### config.mk
export PLATFORM = sky130hd
export DESIGN_NAME = instr_fetch_flat
export DESIGN_NICKNAME = d
export VERILOG_FILES = /design/src/rtl/instr_fetch_if.sv /design/src/rtl/instr_fetch.sv /design/src/flat_wrapper.sv
export SDC_FILE = /design/constraint.sdc
export NUM_CORES = 1
export LEC_CHECK = 0
export CAP_MARGIN = 20
export CORE_MARGIN = 3
export CORE_UTILIZATION = 40
export DETAILED_ROUTE_END_ITERATION = 7
export PLACE_DENSITY_LB_ADDON = 0.05
export REMOVE_ABC_BUFFERS = 1
export SETUP_SLACK_MARGIN = 0.1
export SYNTH_ARGS = -nofsm -noshare
export SYNTH_HDL_FRONTEND = slang
export SYNTH_SLANG_ARGS = --single-unit
### constraint.sdc
create_clock -name clk -period 8.87 [get_ports clk]
set_input_delay 1.774 -clock clk [delete_from_list [all_inputs] [get_ports clk]]
set_output_delay 1.774 -clock clk [all_outputs]
set_load 0.05 [all_outputs]
### src/rtl/instr_fetch_if.sv
// Fetch-side bus bundle: instruction-memory read port plus the decode valid/ready queue head.
interface instr_fetch_if #(
  parameter int ADDRWIDTH = 32,
  parameter int DATAWIDTH = 32
);
  logic [ADDRWIDTH-1:0] imem_address;
  logic                 imem_read_write;
  logic [DATAWIDTH-1:0] imem_data_out;
  logic                 inst_valid;
  logic                 inst_ready;
  logic [DATAWIDTH-1:0] inst_data;
  logic [ADDRWIDTH-1:0] inst_pc;

  modport master (
    output imem_address, imem_read_write,
    input  imem_data_out,
    output inst_valid, inst_data, inst_pc,
    input  inst_ready
  );

  modport slave (
    input  imem_address, imem_read_write,
    output imem_data_out,
    input  inst_valid, inst_data, inst_pc,
    output inst_ready
  );
endinterface

### src/rtl/instr_fetch.sv
// Instruction fetch unit: PC register driving a combinational-read memory, feeding
// a 2-entry FIFO drained by decode, with start / redirect / halt control.
module instr_fetch #(
  parameter int                   ADDRWIDTH = 32,
  parameter int                   DATAWIDTH = 32,
  parameter logic [ADDRWIDTH-1:0] RESET_PC  = '0,
  parameter logic [ADDRWIDTH-1:0] END_ADDR  = ADDRWIDTH'(32)
) (
  input  logic                 clk,
  input  logic                 rst,
  input  logic                 start,
  input  logic                 redirect_valid,
  input  logic [ADDRWIDTH-1:0] redirect_pc,
  output logic                 busy,
  output logic                 halted,
  instr_fetch_if.master        bus
);

  typedef enum logic [1:0] {S_IDLE, S_FETCH, S_HALT} state_e;

  state_e               state_q, state_d;
  logic [ADDRWIDTH-1:0] pc_q, pc_d;
  logic [1:0]           cnt_q, cnt_d;
  logic [ADDRWIDTH-1:0] head_pc_q, head_pc_d, tail_pc_q, tail_pc_d;
  logic [DATAWIDTH-1:0] head_data_q, head_data_d, tail_data_q, tail_data_d;
  logic                 busy_q, busy_d, halted_q, halted_d;
  logic                 pop, push, flush;

  always_comb begin
    state_d     = state_q;
    pc_d        = pc_q;
    cnt_d       = cnt_q;
    head_pc_d   = head_pc_q;
    head_data_d = head_data_q;
    tail_pc_d   = tail_pc_q;
    tail_data_d = tail_data_q;
    flush       = 1'b0;
    push        = 1'b0;
    pop         = (cnt_q != 2'd0) && bus.inst_ready;

    unique case (state_q)
      S_IDLE: begin
        if (start) state_d = S_FETCH;
      end
      S_FETCH: begin
        if (redirect_valid) begin
          flush = 1'b1;
          pc_d  = redirect_pc & ~ADDRWIDTH'(3);
        end else if (pc_q >= END_ADDR) begin
          state_d = S_HALT;
        end else if (cnt_q != 2'd2 || pop) begin
          // A full queue may still accept a word when decode pops in the same cycle.
          push = 1'b1;
          pc_d = pc_q + ADDRWIDTH'(4);
        end
      end
      S_HALT: begin
        if (redirect_valid) begin
          flush   = 1'b1;
          pc_d    = redirect_pc & ~ADDRWIDTH'(3);
          state_d = S_FETCH;
        end
      end
      default: state_d = S_IDLE;
    endcase

    if (flush) begin
      cnt_d = 2'd0;
    end else begin
      unique case ({push, pop})
        2'b10: begin
          if (cnt_q == 2'd0) begin
            head_pc_d   = pc_q;
            head_data_d = bus.imem_data_out;
          end else begin
            tail_pc_d   = pc_q;
            tail_data_d = bus.imem_data_out;
          end
          cnt_d = cnt_q + 2'd1;
        end
        2'b01: begin
          // Last entry leaving keeps the head registers so the outputs hold their value.
          if (cnt_q == 2'd2) begin
            head_pc_d   = tail_pc_q;
            head_data_d = tail_data_q;
          end
          cnt_d = cnt_q - 2'd1;
        end
        2'b11: begin
          if (cnt_q == 2'd2) begin
            head_pc_d   = tail_pc_q;
            head_data_d = tail_data_q;
            tail_pc_d   = pc_q;
            tail_data_d = bus.imem_data_out;
          end else begin
            head_pc_d   = pc_q;
            head_data_d = bus.imem_data_out;
          end
        end
        default: ;
      endcase
    end

    busy_d   = (state_d == S_FETCH);
    halted_d = (state_d == S_HALT) && (cnt_d == 2'd0);
  end

  always_ff @(posedge clk) begin
    if (rst) begin
      state_q     <= S_IDLE;
      pc_q        <= RESET_PC;
      cnt_q       <= 2'd0;
      head_pc_q   <= '0;
      head_data_q <= '0;
      busy_q      <= 1'b0;
      halted_q    <= 1'b0;
    end else begin
      state_q     <= state_d;
      pc_q        <= pc_d;
      cnt_q       <= cnt_d;
      head_pc_q   <= head_pc_d;
      head_data_q <= head_data_d;
      busy_q      <= busy_d;
      halted_q    <= halted_d;
    end
  end

  // Second slot is only observable through the head, so it needs no reset.
  always_ff @(posedge clk) begin
    tail_pc_q   <= tail_pc_d;
    tail_data_q <= tail_data_d;
  end

  assign bus.imem_address    = pc_q;
  assign bus.imem_read_write = 1'b0;
  assign bus.inst_valid      = (cnt_q != 2'd0);
  assign bus.inst_data       = head_data_q;
  assign bus.inst_pc         = head_pc_q;
  assign busy                = busy_q;
  assign halted              = halted_q;

endmodule

### src/flat_wrapper.sv
// flat-port wrapper written by rule: the top's interface ports become plain ports
module instr_fetch_flat 
#(
  parameter int                   ADDRWIDTH = 32,
  parameter int                   DATAWIDTH = 32,
  parameter logic [ADDRWIDTH-1:0] RESET_PC  = '0,
  parameter logic [ADDRWIDTH-1:0] END_ADDR  = ADDRWIDTH'(32)
)
  (clk, rst, start, redirect_valid, redirect_pc, busy, halted, bus_imem_address, bus_imem_read_write, bus_imem_data_out, bus_inst_valid, bus_inst_data, bus_inst_pc, bus_inst_ready);
  instr_fetch_if #(.ADDRWIDTH(ADDRWIDTH), .DATAWIDTH(DATAWIDTH)) bus_i ();
  input  logic clk;
  input  logic rst;
  input  logic start;
  input  logic redirect_valid;
  input  logic [ADDRWIDTH-1:0] redirect_pc;
  output logic busy;
  output logic halted;
  output wire logic [$bits(bus_i.imem_address)-1:0] bus_imem_address;
  output wire logic [$bits(bus_i.imem_read_write)-1:0] bus_imem_read_write;
  input wire logic [$bits(bus_i.imem_data_out)-1:0] bus_imem_data_out;
  output wire logic [$bits(bus_i.inst_valid)-1:0] bus_inst_valid;
  output wire logic [$bits(bus_i.inst_data)-1:0] bus_inst_data;
  output wire logic [$bits(bus_i.inst_pc)-1:0] bus_inst_pc;
  input wire logic [$bits(bus_i.inst_ready)-1:0] bus_inst_ready;
  assign bus_imem_address = bus_i.imem_address;
  assign bus_imem_read_write = bus_i.imem_read_write;
  assign bus_i.imem_data_out = bus_imem_data_out;
  assign bus_inst_valid = bus_i.inst_valid;
  assign bus_inst_data = bus_i.inst_data;
  assign bus_inst_pc = bus_i.inst_pc;
  assign bus_i.inst_ready = bus_inst_ready;
  instr_fetch #(.ADDRWIDTH(ADDRWIDTH), .DATAWIDTH(DATAWIDTH), .RESET_PC(RESET_PC), .END_ADDR(END_ADDR)) u_core (.clk(clk), .rst(rst), .start(start), .redirect_valid(redirect_valid), .redirect_pc(redirect_pc), .busy(busy), .halted(halted), .bus(bus_i));
endmodule
Word level (Yosys, flattened, before mapping)
Cells that the tools add are included.
Operators by class
  add/sub/neg operators: 3
  order comparisons: 1
  eq/ne operators: 16
  mux-type cells: 32
  bitwise operators: 1
  reductions and logical operators: 14
Operator list (number)
  $mux W32: 14
  $pmux W32 S2: 3
  $pmux W32 S3: 2
  $add A32 B3 Y32 const B: 1
  $ge A32 B6 Y1 const B: 1
  $reduce_and A4 Y1: 3
  $eq A2 B2 Y1 const B: 5
  $mux W2: 5
  $eq A2 B1 Y1 const B: 3
  $logic_not A2 Y1: 3
  $mux W1: 6
  $ne A2 B1 Y1 const B: 3
  $ne A2 B2 Y1 const B: 3
  $pmux W2 S3: 1
  $reduce_bool A2 Y1: 3
  $pmux W2 S2: 1
  $ne A3 B2 Y1 const B: 1
  $ne A3 B3 Y1 const B: 1
  $reduce_bool A3 Y1: 1
  $add A2 B1 Y2 const B: 1
  $logic_and A1 B1 Y1: 2
  $reduce_or A2 Y1: 1
  $sub A2 B1 Y2 const B: 1
  $logic_or A1 B1 Y1: 1
  $not A1 Y1: 1
Storage, ports and cells
  register bits: 166
  bits of input ports: 69
  output and inout port bits: 100

Logic depth before layout (Yosys ltp)
Gate-level depths: netlist (run 1).
  word-level depth: 12
  mapped depth: 13
  mapped depth without buffers: 11

Worst setup path before layout (run 1)
OpenSTA, ideal clock, no wires.
  kind: input to register
  from: input bus_inst_ready
  to: register u_core.tail_data_q[0] (enable)
  library setup time: 0.558 ns
  arrival time: 7.012 ns
  data required time: 8.312 ns
  path slack: 1.300 ns
  stages on the path: 7
  path buffers: 0
  cell sequence: or3b_2 -> nand3_1 -> inv_1 -> ha_1 -> nand2_1 -> nand2_1 -> nor3_1
Between the ends
  word-level cells in the longest chain between the ends: 9
  elaborated cells between the ends (all ways): 12
  those cells by class: eq/ne: 4; mux: 4; reduce/logical: 4
RTL lines
  start, declared: RTL line flat_wrapper.sv:24  | input wire logic [$bits(bus_i.inst_ready)-1:0] bus_inst_ready;
  $logic_and A1 B1 Y1 *: RTL line instr_fetch.sv:39  | pop = (cnt_q != 2'd0) && bus.inst_ready;
  $logic_or A1 B1 Y1: RTL line instr_fetch.sv:51  | end else if (cnt_q != 2'd2 || pop) begin
  $mux W1: RTL line instr_fetch.sv:51
  $mux W1: RTL line instr_fetch.sv:49  | end else if (pc_q >= END_ADDR) begin
  $mux W1: RTL line instr_fetch.sv:46  | if (redirect_valid) begin
  $mux W1: RTL line instr_fetch.sv:41  | unique case (state_q)
  $eq A2 B2 Y1: RTL line instr_fetch.sv:70  | unique case ({push, pop})
  $ne A2 B1 Y1 (no source line), or another cell as far along
  $reduce_and A4 Y1 (no source line) *
  end signal, assigned: RTL line instr_fetch.sv:131  | tail_data_q <= tail_data_d;
  end, declared: RTL line instr_fetch.sv:25  | logic [DATAWIDTH-1:0] head_data_q, head_data_d, tail_data_q, tail_data_d;
Mark *: on every way between the ends. The rest lies on a longest branch, timed or not.
A chain may end at the register's enable or synchronous reset.

Worst setup path after layout (run 1)
  from: input bus_inst_ready
  to: register u_core.head_pc_q[7], in the netlist u_core.bus.inst_pc[7]
Between the ends
  word-level cells in the longest chain between the ends: 9
  elaborated cells between the ends (all ways): 14
  those cells by class: eq/ne: 5; mux: 5; reduce/logical: 4
RTL lines
  $logic_and A1 B1 Y1 *: RTL line instr_fetch.sv:39
  $logic_or A1 B1 Y1: RTL line instr_fetch.sv:51
  $mux W1: RTL line instr_fetch.sv:51
  $mux W1: RTL line instr_fetch.sv:49
  $mux W1: RTL line instr_fetch.sv:46
  $mux W1: RTL line instr_fetch.sv:41
  $eq A2 B1 Y1 or $eq A2 B2 Y1 (tied branches): RTL line instr_fetch.sv:70
  $ne A2 B1 Y1 (no source line) or $reduce_bool A3 Y1 (tied branches)
  $reduce_and A4 Y1 (no source line)
  end signal, assigned: RTL line instr_fetch.sv:121  | head_pc_q <= head_pc_d;
  end, declared: RTL line instr_fetch.sv:24  | logic [ADDRWIDTH-1:0] head_pc_q, head_pc_d, tail_pc_q, tail_pc_d;
Marks and branches as above.

==> results_tabular.tex, run 1 <==
\begin{tabular}{lr}
\hline
Metric & Value \\
\hline
\multicolumn{2}{l}{\textbf{Clock tree}} \\
Worst-skew pair later-pin latency & 0.43 ns \\
Clock transition at the registers of the reported paths & about 0.06 ns \\
Resized Gates After CTS & 0 \\
Clk sinks & approximately 160 \\
Setup fix buffers added after clock tree synthesis & 0 \\
Count of hold-fix buffers inserted at cts & 0 \\
Maximum root-to-sink buffer count & 2 \\
Clock tree root driver cell & sky130\_fd\_sc\_hd\_\_clkbuf\_16 \\
CTS tree & yes \\
\# H-tree levels & 4 \\
CTS Buf Count & 17 \\
\multicolumn{2}{l}{\textbf{Logic synthesis}} \\
Top\_reg\_cell synth & sky130\_fd\_sc\_hd\_\_dfxtp\_1 \\
Post-synthesis sequential element count & 161 \\
Ranking of synthesized cells by area & sky130\_fd\_sc\_hd\_\_dfxtp\_1 29\%, sky130\_fd\_sc\_hd\_\_edfxtp\_1 27\%, sky130\_fd\_sc\_hd\_\_a211oi\_1 7.5\% \\
Number of flops mapped to enable cells by yosys & 62 \\
Distinct cell type count after synthesis & 50 \\
Synth warn & 0 \\
Cell taking the most area after synthesis & sky130\_fd\_sc\_hd\_\_dfxtp\_1 \\
Seq/Total Area, Yosys & 0.567 \\
Gate count after technology mapping & 655 \\
Average size of a mapped cell & approximately 10 um\^{}2 \\
Top cell type's share of synthesized area & 0.292 \\
Synth Cell Area & a little under 7000 um\^{}2 \\
Proportion of synthesized flip-flops having asynchronous set or reset & 0 \\
\multicolumn{2}{l}{\textbf{Critical path}} \\
Slowest-stage cell, CP & sky130\_fd\_sc\_hd\_\_buf\_4 \\
Worst stage delay on the critical path & 0.54 ns \\
Largest driver fanout on the critical path & 41 \\
Signal arrival time at the worst endpoint & 4.72 ns \\
Data required, critical path & between 9 and 10 ns \\
Kind of launch point of the worst setup path & input pin \\
Worst Reg-to-Reg Cells & 11 \\
Ordered list of cells on the worst path & clkdlybuf4s50\_1, or3b\_2, nand3\_1, ha\_1, a21oi\_1, nor2\_4, buf\_4, a22oi\_1, a211oi\_1 \\
Start-to-end type of the worst setup path & input pin to flop \\
Kind of end point of the critical path & flop \\
\multicolumn{2}{l}{\textbf{Layout}} \\
Final net count & 868 \\
Leading cell type in the layout, fill and taps excluded & sky130\_fd\_sc\_hd\_\_clkdlybuf4s50\_1 \\
Footprint of the multi-input gates & 2670 um\^{}2 \\
Final Cell Area & 9110 um\^{}2 \\
Leading cell types in the layout, fill and taps excluded & 162 x sky130\_fd\_sc\_hd\_\_clkdlybuf4s50\_1, 99 x sky130\_fd\_sc\_hd\_\_dfxtp\_1, 94 x sky130\_fd\_sc\_hd\_\_nor2\_1, 68 x sky130\_fd\_sc\_hd\_\_a211oi\_1, 67 x sky130\_fd\_sc\_hd\_\_a22oi\_1 \\
Area used by sequential logic in the layout & 3840 um\^{}2 \\
Number of antenna diodes & 0 \\
Fraction of final layout cells sized beyond drive strength 1 & 0.0673 \\
Filler Cells Inserted & approximately 1400 \\
Synth-to-layout area growth & 34.4\% \\
\multicolumn{2}{l}{\textbf{Floorplanning}} \\
Io pins & 169 \\
Num rows & 46 \\
Die Wd & around 140 um \\
Area of the core & approximately 16000 um\^{}2 \\
Starting density of the core & 0.418 \\
Die H & about 140 um \\
DIE AREA & 18500 um\^{}2 \\
\multicolumn{2}{l}{\textbf{Timing}} \\
RSZ-0062 raised after global routing & no \\
Final hold violation count & 0 \\
Max-slew headroom & 0.323 \\
Count of final setup violators & 0 \\
Count of pins over their slew limit & 0 \\
Crit share post-route & 0.496 \\
Clock period minus worst slack & 4.40 ns \\
Slew at the pin with the worst max-slew slack & around 1.0 ns \\
Max frequency & roughly 230 MHz \\
Setup TNS after final layout & 0 ns \\
Setup skew after layout & roughly 0.017 ns \\
\multicolumn{2}{l}{\textbf{GRT}} \\
Overflow after GRT & 0 \\
GRT Resource Usage Total & 0.207 \\
Global-route wire length before repair & 30300 um \\
Initial antenna violation count & 0 \\
Number of global-route vias before repair & 5638 \\
Pin count of the biggest net entering global routing & 85 \\
\multicolumn{2}{l}{\textbf{Min path}} \\
Tightest Hold Check Type & flop to flop \\
Worst Hold Path Cells & 1 \\
\multicolumn{2}{l}{\textbf{Placement}} \\
Count of buffers inserted at the top-level ports & approximately 160 \\
Post-DP HPWL & $\sim$13000 um \\
Weighted congestion reported at the end of routability-driven placement & 0.878 \\
Cell Area, Placed & 8520 um\^{}2 \\
\multicolumn{2}{l}{\textbf{Drt}} \\
Antenna violation net count after detailed routing & 0 \\
First DRT Iteration DRCs & 486 \\
Router iterations before antenna repair & 5 \\
Via density per instance & 5.67 \\
Total via count after detailed routing & 5772 \\
WL final & 19100 um \\
WL per Instance & 18.8 um \\
Drc violations & 0 \\
\multicolumn{2}{l}{\textbf{Pwr}} \\
Pwr Density & 288 nW/um\^{}2 \\
Static leakage & 0.00301 uW \\
Worst-case vdd ir drop & 0.000162 V \\
\multicolumn{2}{l}{\textbf{Outcome}} \\
Status & completed \\
\multicolumn{2}{l}{\textbf{Run}} \\
Count of maximum capacitance violations & 0 \\
\hline
\end{tabular}
==> area by class of cell <==
type,count,share of cell area
clock buffer,20,0.0512
clock inverter,12,0.0137
inverter,14,0.00577
multi-input combinational,424,0.292
sequential,161,0.422
tap,216,0.0297
timing repair buffer,171,0.185
==> critical path: cells and delay by family <==
kind / cells / cell delay [ns]
buf+inv: 2 / 0.95
compound gates: 3 / 0.56
fa+ha+maj: 1 / 0.29
simple gates: 3 / 1.13
==> final timing paths <==
path                                                  start                     to  slack (ns)
worst max-delay path                         bus_inst_ready  u_core.bus.inst_pc[7]        4.47
worst min-delay path                  u_core.bus.inst_pc[1]  u_core.bus.inst_pc[1]        0.49
worst max register to register  u_core.bus.imem_address[24]  u_core.bus.inst_pc[7]        5.47
worst min register to register        u_core.bus.inst_pc[1]  u_core.bus.inst_pc[1]        0.49
==> synth_stat cells, drive strengths merged, types with 3 or more instances <==
cell type / n
a211oi: 68
a21oi: 17
a22oi: 68
a31oi: 3
a32oi: 7
and2: 4
and3: 4
buf: 20
clkbuf: 38
dfxtp: 99
edfxtp: 62
ha: 10
inv: 14
nand2: 22
nand3: 25
nand4: 10
nor2: 96
nor3: 9
nor3b: 7
nor4: 17
o21ai: 12
o31ai: 14
xnor2: 3
==> per-layer routing <==
| layer | wire length, um | track usage |
|---|---|---|
| met1 | 8650 | 0.277 |
| met2 | 9010 | 0.335 |
| met3 | 1120 | 0.0433 |
| met4 | 323 | 0.0672 |
| met5 | 0 | 0 |
==> per-stage QoR <==
| step | total power, uW | hold WS (ns) | setup WS [ns] | std cells | utilization |
|---|---|---|---|---|---|
| 2_1_floorplan | 1610 | 0.574 | -0.775 | 599 | - |
| 3_3_place_gp | 1900 | 0.476 | 4.13 | 986 | 0.525 |
| 3_5_place_dp | 1920 | 0.484 | 4.05 | 986 | 0.525 |
| 4_1_cts | 2650 | 0.492 | 4.47 | 1018 | 0.561 |
| 5_1_grt | 2750 | 0.514 | 4.28 | 1018 | 0.561 |
| 6_report | 2630 | 0.490 | 4.47 | 1018 | 0.561 |
==> sequential cells by signal (all words and copies together), names as in the netlist <==
register	cells
u_core.tail_pc_q	30
u_core.bus.inst_data	32
u_core.tail_data_q	32
u_core.busy	1
u_core.state_q	2
u_core.cnt_q	2
u_core.bus.imem_address	30
u_core.halted	1
u_core.bus.inst_pc	31
==> report_power, final <==
group          switching, uW  leakage (uW)  internal [uW]
clock network            309      0.000287            416
logic                    625       0.00135            316
registers               89.0       0.00138            871
total                   1020       0.00301           1600
==> logic make-up after synthesis <==
logic type,share of synthesized area
buffers and inverters,0.0445
other,0.000553
adders and majority gates,0.0185
xor gates and xnor gates,0.00517
AOI/OAI and AO/OA,0.220
and+or+nand+nor,0.143
DFF,0.567
muxes,0.00148
Power figures use the tool's default switching activity.
==> run 2: changes to the inputs <==
==> constraint.sdc (replaced) <==
create_clock -name clk -period 3.7 [get_ports clk]
set_input_delay 0.74 -clock clk [delete_from_list [all_inputs] [get_ports clk]]
set_output_delay 0.74 -clock clk [all_outputs]
set_load 0.05 [all_outputs]
==> results_tabular.tex, run 2 (same netlist as run 1, synthesis figures left out) <==
\begin{tabular}{lr}
\hline
Metric & Value \\
\hline
\multicolumn{2}{l}{\textbf{Timing}} \\
Max frequency & $\sim$330 MHz \\
Count of pins over their slew limit & 0 (unchanged) \\
Final hold violation count & 0 (unchanged) \\
Max-slew headroom & 0.439 (+0.116) \\
Count of final setup violators & 0 (unchanged) \\
RSZ-0062 raised after global routing & no \\
Clock period minus worst slack & 3.01 ns \\
Setup skew after layout & 0.00744 ns (-0.00968 ns) \\
Slew at the pin with the worst max-slew slack & 0.836 ns (-0.176 ns) \\
Crit share post-route & 0.813 \\
\multicolumn{2}{l}{\textbf{Pwr}} \\
Worst-case vdd ir drop & 0.000348 V (+110\%) \\
Pwr Density & 691 nW/um\^{}2 (+140\%) \\
Static leakage & 0.00305 uW (+1.3\%) \\
\multicolumn{2}{l}{\textbf{Drt}} \\
First DRT Iteration DRCs & 438 (-9.9\%) \\
Via density per instance & 5.63 (-0.67\%) \\
WL per Instance & 18.7 um (-0.51\%) \\
Router iterations before antenna repair & 5 (unchanged) \\
WL final & 19100 um (+0.17\%) \\
Antenna violation net count after detailed routing & 0 (unchanged) \\
Total via count after detailed routing & 5773 (+0.017\%) \\
Drc violations & 0 (unchanged) \\
\multicolumn{2}{l}{\textbf{Layout}} \\
Number of antenna diodes & 0 (unchanged) \\
Leading cell type in the layout, fill and taps excluded & sky130\_fd\_sc\_hd\_\_clkdlybuf4s50\_1 \\
Finished Core Util & 0.567 (+0.00555) \\
Synth-to-layout area growth & 35.7\% \\
Fraction of final layout cells sized beyond drive strength 1 & 0.0692 (+0.00189) \\
Final Cell Area & 9200 um\^{}2 (+0.99\%) \\
Final net count & 875 (+0.81\%) \\
Leading cell types in the layout, fill and taps excluded & 162 x sky130\_fd\_sc\_hd\_\_clkdlybuf4s50\_1, 99 x sky130\_fd\_sc\_hd\_\_dfxtp\_1, 95 x sky130\_fd\_sc\_hd\_\_nor2\_1, 68 x sky130\_fd\_sc\_hd\_\_a211oi\_1, 67 x sky130\_fd\_sc\_hd\_\_a22oi\_1 \\
\multicolumn{2}{l}{\textbf{GRT}} \\
Overflow after GRT & 0 (unchanged) \\
Initial antenna violation count & 0 (unchanged) \\
Number of global-route vias before repair & 5639 (+0.018\%) \\
Global-route wire length before repair & 30300 um (about the same) \\
GRT Resource Usage Total & 0.206 (about the same) \\
Pin count of the biggest net entering global routing & 85 (unchanged) \\
\multicolumn{2}{l}{\textbf{Critical path}} \\
Signal arrival time at the worst endpoint & 3.33 ns (-1.39 ns) \\
Data required, critical path & 4.02 ns (-5.17 ns) \\
Largest driver fanout on the critical path & 38 (-7.3\%) \\
Kind of launch point of the worst setup path & flop \\
Slowest-stage cell, CP & sky130\_fd\_sc\_hd\_\_nor4\_1 \\
Kind of end point of the critical path & flop \\
Ordered list of cells on the worst path & nor4\_1, nand4\_1, nor2\_1, nand3\_1, ha\_1, mux2i\_1, a21oi\_1, nor3\_2, buf\_4, buf\_12, nor2\_1, a211oi\_1 \\
Start-to-end type of the worst setup path & flop to flop \\
Worst stage delay on the critical path & 0.48 ns (-0.06 ns) \\
Critical path's most frequent cell & sky130\_fd\_sc\_hd\_\_nor2\_1 \\
\multicolumn{2}{l}{\textbf{Floorplanning}} \\
Starting density of the core & 0.418 (unchanged) \\
Area of the core & 16200 um\^{}2 (unchanged) \\
Num rows & 46 (unchanged) \\
Io pins & 169 (unchanged) \\
Die Wd & 136 um (unchanged) \\
DIE AREA & 18500 um\^{}2 (unchanged) \\
Die H & 136 um (unchanged) \\
\multicolumn{2}{l}{\textbf{Min path}} \\
Tightest Hold Check Type & flop to flop \\
\multicolumn{2}{l}{\textbf{Placement}} \\
Cell Area, Placed & 8610 um\^{}2 (+1.0\%) \\
Count of buffers inserted at the top-level ports & 163 (unchanged) \\
Post-DP HPWL & 12600 um (+0.36\%) \\
Weighted congestion reported at the end of routability-driven placement & 0.853 (-2.9\%) \\
\multicolumn{2}{l}{\textbf{Clock tree}} \\
Worst-skew pair later-pin latency & 0.42 ns (about the same) \\
Setup fix buffers added after clock tree synthesis & 0 (unchanged) \\
Clk sinks & 161 (unchanged) \\
CTS tree & yes \\
Clock tree root driver cell & sky130\_fd\_sc\_hd\_\_clkbuf\_16 \\
CTS Buf Count & 17 (unchanged) \\
Clock transition at the registers of the reported paths & 0.06 ns (about the same) \\
Resized Gates After CTS & 0 (unchanged) \\
Count of hold-fix buffers inserted at cts & 0 (unchanged) \\
Maximum root-to-sink buffer count & 2 (unchanged) \\
\# H-tree levels & 4 (unchanged) \\
\multicolumn{2}{l}{\textbf{Run}} \\
Count of maximum capacitance violations & 0 (unchanged) \\
\multicolumn{2}{l}{\textbf{Outcome}} \\
Status & completed \\
\hline
\end{tabular}
## run 2: cell types whose count changed in the layout (fill, tap and decap cells not counted), sizes merged
cell	change
bufinv	+2
clkbuf	-1
clkinv	+1
inv	-2
buf	+7
## run 2: critical path, delay by kind of cell (launching register included)
| kind | cells | cell delay [ns] |
|---|---|---|
| fa+ha+maj | 1 | 0.29 |
| flops | 1 | 0.39 |
| mux | 1 | 0.15 |
| buf+inv | 2 | 0.39 |
| compound gates | 2 | 0.33 |
| simple gates | 6 | 1.33 |
## run 2: power breakdown
group	total (uW)	switching (uW)	internal, uW
Sequential	2300	212	2090
Clock	1770	711	1060
Combinational	2290	1500	788
## run 2: area by class of cell
| type | instances | area, um^2 |
|---|---|---|
| Clock buffer | 19 | 433 |
| Sequential cell | 161 | 3840 |
| Fill cell | 1422 | 7030 |
| Clock inverter | 13 | 161 |
| Tap cell | 216 | 270 |
| Timing Repair Buffer | 178 | 1780 |
| Inverter | 14 | 52.6 |
| Multi-Input combinational cell | 424 | 2660 |
## run 2: path summary, 6_finish.rpt
path / start / to / slack, ns / cells after the start
min: u_core.bus.inst_pc[1] / u_core.bus.inst_pc[1] / 0.49 / 1
max: u_core.bus.imem_address[31] / u_core.bus.inst_pc[25] / 0.69 / 12
min reg2reg: u_core.bus.inst_pc[1] / u_core.bus.inst_pc[1] / 0.49 / 1
max reg2reg: u_core.bus.imem_address[31] / u_core.bus.inst_pc[25] / 0.69 / 12
## run 2: per-stage QoR
| step | power (uW) | TNS [ns] | worst slack [ns] | hold WS (ns) | std cells |
|---|---|---|---|---|---|
| finish | 6360 | 0 | 0.693 | 0.489 | 1025 |
| global route | 6660 | 0 | 0.437 | 0.510 | 1025 |
| CTS | 6420 | 0 | 0.702 | 0.491 | 1025 |
| detailed placement | 4630 | 0 | 0.301 | 0.483 | 993 |
| global placement | 4590 | 0 | 0.393 | 0.476 | 993 |
| floorplan | 3860 | -484.92 | -4.91 | 0.574 | 599 |
## run 2: routing by layer
layer / global-route usage / share of wire / up-vias
met1: 0.282 / 0.45 / 2733
met2: 0.330 / 0.47 / 227
met3: 0.0452 / 0.066 / 19
met5: 0 / 0 / -
met4: 0.0605 / 0.013 / 0
li1: - / - / 2794
